<file path="config.mk">
export PLATFORM = sky130hd
export DESIGN_NAME = nibbler_sequencer
export DESIGN_NICKNAME = d
export VERILOG_FILES = /design/src/rtl/nibbler_sequencer.sv
export SDC_FILE = /design/constraint.sdc
export NUM_CORES = 1
export LEC_CHECK = 0
export BUFFER_PORTS_ARGS = -buffer_cell sky130_fd_sc_hd__buf_2
export CORE_ASPECT_RATIO = 0.7
export CORE_MARGIN = 2
export CORE_UTILIZATION = 40
export CTS_CLUSTER_SIZE = 28
export DETAILED_ROUTE_END_ITERATION = 8
export PLACE_DENSITY = 0.73
export SLEW_MARGIN = 15
export SYNTH_ARGS = -nofsm -noshare
export SYNTH_HDL_FRONTEND = slang
export SYNTH_SLANG_ARGS = --single-unit
export TNS_END_PERCENT = 100
</file>
<file path="constraint.sdc">
create_clock -name clk -period 2.2 [get_ports clk]
set_clock_uncertainty 0.15 [all_clocks]
set_input_delay 0.44 -clock clk [delete_from_list [all_inputs] [get_ports clk]]
set_output_delay 0.44 -clock clk [all_outputs]
set_load 0.01 [all_outputs]
</file>
<file path="src/rtl/nibbler_sequencer.sv">
// Instruction sequencer for the Nibbler 4-bit core: fetches, decodes and
// drives one-cycle datapath enables, with a ready/timeout handshake to data RAM.
module nibbler_sequencer #(
    parameter int TIMEOUT = 8
) (
    input  logic       clk,
    input  logic       reset,
    input  logic [7:0] instr,
    input  logic       c_flag,
    input  logic       z_flag,
    input  logic       ram_rdy,
    input  logic       start,
    output logic       ir_en,
    output logic       pc_inc,
    output logic       pc_load,
    output logic       acc_en,
    output logic       flags_en,
    output logic [2:0] alu_sel,
    output logic       ram_cs,
    output logic       ram_we,
    output logic       in_en,
    output logic       out_en,
    output logic [3:0] imm,
    output logic       halted,
    output logic       err
);

    localparam int CW = $clog2(TIMEOUT + 1);
    localparam logic [CW-1:0] LAST_WAIT = CW'(TIMEOUT - 1);

    localparam logic [3:0] OP_LIT   = 4'h1;
    localparam logic [3:0] OP_ADDI  = 4'h2;
    localparam logic [3:0] OP_SUBI  = 4'h3;
    localparam logic [3:0] OP_NANDI = 4'h4;
    localparam logic [3:0] OP_CMPI  = 4'h5;
    localparam logic [3:0] OP_LD    = 4'h6;
    localparam logic [3:0] OP_ST    = 4'h7;
    localparam logic [3:0] OP_IN    = 4'h8;
    localparam logic [3:0] OP_OUT   = 4'h9;
    localparam logic [3:0] OP_JMP   = 4'hA;
    localparam logic [3:0] OP_JC    = 4'hB;
    localparam logic [3:0] OP_JZ    = 4'hC;
    localparam logic [3:0] OP_JNZ   = 4'hD;
    localparam logic [3:0] OP_HLT   = 4'hF;

    localparam logic [2:0] ALU_IMM  = 3'b000;
    localparam logic [2:0] ALU_ADD  = 3'b001;
    localparam logic [2:0] ALU_SUB  = 3'b010;
    localparam logic [2:0] ALU_NAND = 3'b011;
    localparam logic [2:0] ALU_RAM  = 3'b100;
    localparam logic [2:0] ALU_IN   = 3'b101;

    typedef enum logic [1:0] {S_FETCH, S_EXEC, S_MEM, S_HALT} state_t;

    state_t        state;
    state_t        state_nxt;
    logic [7:0]    ir;
    logic [CW-1:0] wait_cnt;
    logic [3:0]    opcode;
    logic          timeout_hit;

    assign opcode      = ir[7:4];
    assign imm         = ir[3:0];
    assign timeout_hit = (state == S_MEM) && !ram_rdy && (wait_cnt == LAST_WAIT);

    always_ff @(posedge clk or negedge reset) begin
        if (!reset) begin
            state    <= S_FETCH;
            ir       <= '0;
            wait_cnt <= '0;
            err      <= 1'b0;
        end else begin
            state <= state_nxt;
            if (state == S_FETCH)
                ir <= instr;
            // The counter is cleared on the way into MEM so every access gets a full budget
            if (state == S_EXEC)
                wait_cnt <= '0;
            else if (state == S_MEM && !ram_rdy)
                wait_cnt <= wait_cnt + CW'(1);
            if (timeout_hit)
                err <= 1'b1;
        end
    end

    always_comb begin
        state_nxt = state;
        ir_en     = 1'b0;
        pc_inc    = 1'b0;
        pc_load   = 1'b0;
        acc_en    = 1'b0;
        flags_en  = 1'b0;
        alu_sel   = ALU_IMM;
        ram_cs    = 1'b0;
        ram_we    = 1'b0;
        in_en     = 1'b0;
        out_en    = 1'b0;
        halted    = 1'b0;
        case (state)
            S_FETCH: begin
                ir_en     = 1'b1;
                pc_inc    = 1'b1;
                state_nxt = S_EXEC;
            end
            S_EXEC: begin
                state_nxt = S_FETCH;
                case (opcode)
                    OP_LIT:   begin alu_sel = ALU_IMM;  acc_en = 1'b1; flags_en = 1'b1; end
                    OP_ADDI:  begin alu_sel = ALU_ADD;  acc_en = 1'b1; flags_en = 1'b1; end
                    OP_SUBI:  begin alu_sel = ALU_SUB;  acc_en = 1'b1; flags_en = 1'b1; end
                    OP_NANDI: begin alu_sel = ALU_NAND; acc_en = 1'b1; flags_en = 1'b1; end
                    OP_CMPI:  begin alu_sel = ALU_SUB;  flags_en = 1'b1; end
                    OP_LD:    begin ram_cs = 1'b1; state_nxt = S_MEM; end
                    OP_ST:    begin ram_cs = 1'b1; ram_we = 1'b1; state_nxt = S_MEM; end
                    OP_IN:    begin in_en = 1'b1; alu_sel = ALU_IN; acc_en = 1'b1; flags_en = 1'b1; end
                    OP_OUT:   out_en  = 1'b1;
                    OP_JMP:   pc_load = 1'b1;
                    OP_JC:    pc_load = c_flag;
                    OP_JZ:    pc_load = z_flag;
                    OP_JNZ:   pc_load = !z_flag;
                    OP_HLT:   state_nxt = S_HALT;
                    default:  ;
                endcase
            end
            S_MEM: begin
                ram_cs = 1'b1;
                ram_we = (opcode == OP_ST);
                if (ram_rdy) begin
                    if (opcode == OP_LD) begin
                        alu_sel  = ALU_RAM;
                        acc_en   = 1'b1;
                        flags_en = 1'b1;
                    end
                    state_nxt = S_FETCH;
                end else if (timeout_hit) begin
                    state_nxt = S_HALT;
                end
            end
            S_HALT: begin
                halted = 1'b1;
                if (start)
                    state_nxt = S_FETCH;
            end
            default: state_nxt = S_FETCH;
        endcase
        // Reset parks the FSM in FETCH, so its enables must be suppressed explicitly
        if (!reset) begin
            ir_en    = 1'b0;
            pc_inc   = 1'b0;
            pc_load  = 1'b0;
            acc_en   = 1'b0;
            flags_en = 1'b0;
            ram_cs   = 1'b0;
            ram_we   = 1'b0;
            in_en    = 1'b0;
            out_en   = 1'b0;
        end
    end

endmodule

</file>
[Word-level counts from Yosys, hierarchy flattened]
Index checks and enable logic that the tools add are counted.
W data, S select, Z words.
Cells by class
  $add $sub $neg: 1
  mux-type cells: 37
  eq/ne operators: 20
  reduce and logical (&&, ||, !) cells: 11
Operator list (count)
  $eq A4 B4 Y1 const B: 7
  $mux W1: 21
  $eq A4 B3 Y1 const B: 5
  $pmux W3 S4: 1
  $eq A4 B2 Y1 const B: 2
  $mux W4: 2
  $pmux W1 S2: 4
  $pmux W2 S4: 1
  $mux W2: 3
  $mux W3: 2
  $pmux W3 S2: 1
  $reduce_or A6 Y1: 1
  $reduce_or A5 Y1: 1
  $add A4 B1 Y4 const B: 1
  $eq A2 B2 Y1 const B: 2
  $eq A4 B1 Y1 const B: 1
  $pmux W1 S4: 1
  $pmux W2 S2: 1
  $reduce_or A2 Y1: 2
  $ne A3 B3 Y1 const B: 1
  $eq A2 B1 Y1 const B: 1
  $logic_and A1 B1 Y1: 2
  $logic_not A1 Y1: 2
  $logic_not A2 Y1: 1
  3 further kinds: 3
Word-level totals
  output and inout bits: 18
  input port bits: 14
  register bits: 15

[Longest topological paths before layout]
Gate-level depths: netlist of run 1.
  depth in word-level cells: 6
  mapped depth: 6
  mapped depth without buffers: 5

[Worst setup path after synthesis of run 1]
No wires, ideal clock.
  kind: register to output
  start point: register state[0]
  end point: output port flags_en
  slack: 8 ps
  data arrival time: 1602 ps
  data required time: 1610 ps
  cell stages (with the launch flop): 6
  cell sequence: dfrtp_1 > inv_1 > ha_1 > nand2_1 > or4_4 > a221oi_2
Between the ends
  cells in the longest elaborated chain, start to end: 3
Ends and longest elaborated chain
  start: declaration: line 55  | state_t state;
  start signal: assignment: line 73  | state <= state_nxt;
  $eq A2 B2 Y1 or $eq A2 B1 Y1 (tied branches): line 99  | case (state)
  $pmux W1 S2 *: line 99
  $mux W1 *: line 147  | if (!reset) begin
  end: declaration: line 17  | output logic flags_en,
Every way passes the cells marked *; elsewhere a longest branch is shown, timed or not.

[Worst setup path after layout of run 1]
Ends and elaborated chain as after synthesis.

==> metrics.csv, run 1 <==
metric;value;unit
EDFF count, synth;0;
Worst slew margin;73.7;%
Seq/Total Area, Yosys;35.6;%
Worst Setup Path Type;reg2out;
fin cells;180;
drt total wl;2600;µm
IO buf count;31;
Net count, final;167;
Max Cap Viol;0;
routability cong.;0.804;
Post-synth top flop;dfrtp_1;
post-synth top area cell;dfrtp_1;
initial antenna violation count;0;
RSZ-0062 raised after global routing;yes;
Final period util;107;%
reg2reg start;state[0];
share of layout cells above drive strength 1;44.5;%
Worst EP required;1.61;ns
R2R Setup Slk;0.49;ns
fmax;0.426;GHz
final slew viol count;0;
Max Fanout on Critical Path;3;
worst skew pair latency;0.25;ns
Tightest Hold Check Type;in2async;
DP Area;1230;µm²
failing checks;setup timing;
Critical Path Start Type;flip-flop;
synthesized area;1050;µm²
GRT overflow;0;
Remaining DRCs;0;
Post-Place Worst Slack;0.00838;ns
#FFs+latches synth;15;
die span in x;65.4;µm
All-Layer GR Usage;17.8;%
DPL Wire Length;1860;µm
worst setup margin;-0.150;ns
Yosys warnings;0;
final hold viol count;0;
Area Overhead vs Synth;29.5;%
maximum number of pins on one net before global-route repair;18;
Min Hold Slack;0.0535;ns
die area;3070;µm²
Clock Sinks;15;
CP arrival;1.76;ns
most numerous cell in the Yosys netlist;dfrtp_1;
fraction of registers with async set/reset;100;%
Avg Cell Area, Syn;9.42;µm²
DR vias/cell;5.34;
Tmin final;2.35;ns
Pleak;0.639;nW
Reg-to-Reg End;state[1];
CTS tree;built;
io pins;32;
first-pass GRT wire length;3980;µm
CTS Buf Count;3;
clock root cell;clkbuf_8;
Setup violations, final;3;
power per standard cell area;1330;nW/µm²
Diodes inserted;0;
CTS HTree Levels;1;
Post-Synthesis Cells;112;
Final Util;55.2;%
status;complete, but fails checks;
DR vias;962;
VDD IR max;0.000590;V
Crit. End Element;primary output;
most frequent cells after synthesis;dfrtp_1 (15), o21ai_0 (8), inv_1 (7);
Site Rows;15;
Starting Density;42.6;%
Core Area;2480;µm²
Worst-Margin Slew;0.384;ns
Final ANT Viol Nets;0;
chip height;47.0;µm
vias in the first global route;861;
clock-pin slew on the worst setup and hold paths;0.06;ns
Syn Nets;132;
R2R cell count;6;
Placed Instances;174;
DR iter-0 viols;49;
Unique masters post-synth;35;
synth top area cells;dfrtp_1 (36%), ha_1 (7.1%), mux2_2 (6.4%);
Initial DRT Pass Iterations;4;
top-area cell type share of the netlist area;35.6;%
WL/cell;14.5;µm
Design Area, Final;1370;µm²
clock buffer depth;2;
-- final cells by class --
| cell class | count | area, µm² |
|---|---|---|
| fill | 245 | 1110 |
| clock buffer | 4 | 45.0 |
| multi-input combinational | 77 | 628 |
| sequential | 15 | 377 |
| inverter | 7 | 26.3 |
| tap | 34 | 42.5 |
| timing repair buffer | 43 | 248 |
-- metal layers --
layer	up-vias	track usage, %	part of all wire (%)
met3	9	5.76	6.4
met1	454	23.5	44
met5	-	0	0
li1	460	-	-
met4	0	6.67	2.1
met2	39	28.2	47
-- through the flow --
step                      total power [mW]  setup TNS [ns]
after floorplan                       1.21               0
after global placement                1.41               0
after detailed placement              1.44               0
after CTS                             1.75          -0.169
after global routing                  1.95          -0.594
final                                 1.81          -0.256
-- repair_timing --
item,in CTS,in global routing
pin swaps,2,4
setup endpoints to repair,3,8
resized for setup,10,4
setup buffers,2,0
hold buffers,1,0
hold endpoints to repair,3,0
cloned,0,0
-- registers in the layout (all words and copies together) (netlist names) --
name / cells
err: 1
ir: 8
state: 2
wait_cnt: 4
-- critical path: stages, from the launching register on --
cell	delay, ns
dfrtp_1	0.39
inv_2	0.09
ha_4	0.14
nand2_2	0.05
or4_4	0.44
a221oi_2	0.24
buf_2	0.17
-- how the worst max path moves through the flow --
stage | start | endpoint | slack, ns
after floorplan | state[0] | flags_en | 0.008
after global placement | state[0] | flags_en | 0.06
after detailed placement | state[0] | flags_en | 0.008
after CTS | state[0] | flags_en | -0.13
after global routing | state[0] | flags_en | -0.20
final | state[0] | flags_en | -0.15
-- cells by family after synthesis --
family	after synthesis	share of synthesized area, %
AND/OR/NAND/NOR	37	20.5
AO/OA/AOI/OAI	24	15.7
flip-flops	15	35.6
adder cells (fa/ha/maj)	6	7.12
buffers and inverters	20	11.3
XOR/XNOR	3	2.49
multiplexers	7	7.35
-- cells in the final DEF, fill, tap and decap left out, drive strengths merged, types with 3 or more instances in the layout --
cell type,n
nor3,3
nand2b,3
o21ai,8
dfrtp,15
nand3b,5
xor2,3
nor2,5
nand2,6
a31oi,4
mux2,6
inv,7
nand3,4
ha,6
buf,42
clkbuf,4
-- where the power goes --
part | switching, mW | internal, mW | total, mW
logic | 0.618 | 0.529 | 1.15
registers | 0.0614 | 0.377 | 0.438
clock network | 0.0985 | 0.129 | 0.227
Note: power is estimated with default switching activity, not from simulation.
==> run 2, diff against run 1 <==
- clock period: 2.2 -> 3 ns (I/O delays scaled with it)
==> run 2 against run 1 <==
Net effect:
- the flow now finishes without violations
- non-clock buffer count is 9 lower
- final area fell by 10%
- routed wire length decreased by 11%
- via count decreased by 4.2%
- critical path depth unchanged
- first-iteration DRC count up 45%
- worst hold slack lost 0.044 ns
- largest power group unchanged
- highest routed layer is now met3
==> metrics.csv, run 2 (synthesized netlist as in run 1, its figures left out) <==
metric;value;unit
Tmin final;2.83;ns
worst skew pair latency;0.25;ns
most common cell after layout, fill and taps aside;buf_2;
Pleak;0.590;nW
die span in x;65.4;µm
Post-Place Worst Slack;0.453;ns
Max Cap Viol;0;
Reg-to-Reg End;state[1];
Area Overhead vs Synth;16.4;%
TNS Setup;0;ns
Worst Setup Path Type;reg2out;
Top Registers;ir: 8 flops, wait_cnt: 4 flops, state: 2 flops;
final hold viol count;0;
Max Fanout on Critical Path;6;
Biggest register;ir;
Crit. End Element;primary output;
clock root cell;clkbuf_8;
IO buf count;31;
first-pass GRT wire length;3640;µm
Tightest Hold Check Type;in2async;
Setup violations, final;0;
Diodes inserted;0;
share of layout cells above drive strength 1;33.6;%
Initial DRT Pass Iterations;4;
max FFs per register;8;
Clock Sinks;15;
RSZ-0062 raised after global routing;no;
fmax;0.354;GHz
io pins;32;
worst setup margin;0.174;ns
initial antenna violation count;0;
Placed Instances;167;
power per standard cell area;943;nW/µm²
final slew viol count;0;
WL/cell;13.5;µm
CP arrival;2.08;ns
DR vias;922;
DPL Wire Length;1720;µm
CTS tree;built;
CTS Buf Count;3;
routability cong.;0.814;
CTS HTree Levels;1;
reg2reg start;state[1];
All-Layer GR Usage;16.0;%
Remaining DRCs;0;
Final Util;49.5;%
fin cells;171;
Critical Path Start Type;flip-flop;
DR vias/cell;5.39;
CTS Hold Buffers Added;0;
DR iter-0 viols;71;
die area;3070;µm²
Min Hold Slack;0.00928;ns
Worst-Margin Slew;0.425;ns
Final period util;94.2;%
maximum number of pins on one net before global-route repair;19;
drt total wl;2310;µm
GRT overflow;0;
status;finished clean;
clock buffer depth;2;
vias in the first global route;787;
clock-pin slew on the worst setup and hold paths;0.06;ns
chip height;47.0;µm
R2R Setup Slk;1.11;ns
post-CTS setup buffer count;0;
Starting Density;42.6;%
Tot Pwr;1.16;mW
DP Area;1180;µm²
VDD IR max;0.000444;V
Design Area, Final;1230;µm²
Net count, final;158;
commonest cells after routing, fill and taps aside;buf_2 (31), dfrtp_1 (15), o21ai_0 (8), inv_1 (7);
Core Area;2480;µm²
R2R cell count;5;
Worst EP required;2.25;ns
Worst slew margin;71.7;%
post-CTS sizing;0;
Site Rows;15;
Final ANT Viol Nets;0;
-- run 2: changes by cell type in the layout (fill, tap and decap cells not counted), moves of 2 or more --
cell,delta
ha_1,+3
nor4_2,-2
nor4_1,+2
nand2_1,+2
buf_4,-8
nand2_2,-2
ha_4,-3
-- run 2: area by class of cell --
class                   instances  area (µm²)
clock buffers                   4        45.0
fillers                       249        1250
inverters                       7        26.3
multi-input cells              77         561
flip-flops and latches         15         375
well taps                      34        42.5
repair buffers                 34         178
-- run 2: worst max-delay path by stage --
stage	start	end	slack, ns
2_1_floorplan	state[0]	flags_en	0.65
3_3_place_gp	state[0]	flags_en	0.53
3_5_place_dp	state[0]	flags_en	0.45
4_1_cts	state[0]	flags_en	0.17
5_1_grt	state[0]	flags_en	0.05
6_report	state[0]	flags_en	0.17
-- run 2: critical path: stages (launching register included) --
cell and delay, ns:
dfrtp_1 0.42, inv_1 0.13, ha_1 0.26, nand2_1 0.09, or4_4 0.51, a221oi_2 0.26
buf_2 0.16
-- run 2: metal layers --
metal / up-vias / share of wire, % / GRT usage [%]
li1: 446 / - / -
met1: 429 / 48 / 23.2
met2: 47 / 43 / 23.5
met3: 0 / 8.6 / 5.52
met4: 0 / 0 / 3.33
met5: - / 0 / 0
-- run 2: where the power goes --
group,total [mW],internal [mW],switching [mW]
logic,0.632,0.280,0.352
clock network,0.165,0.0941,0.0709
registers,0.361,0.274,0.0863
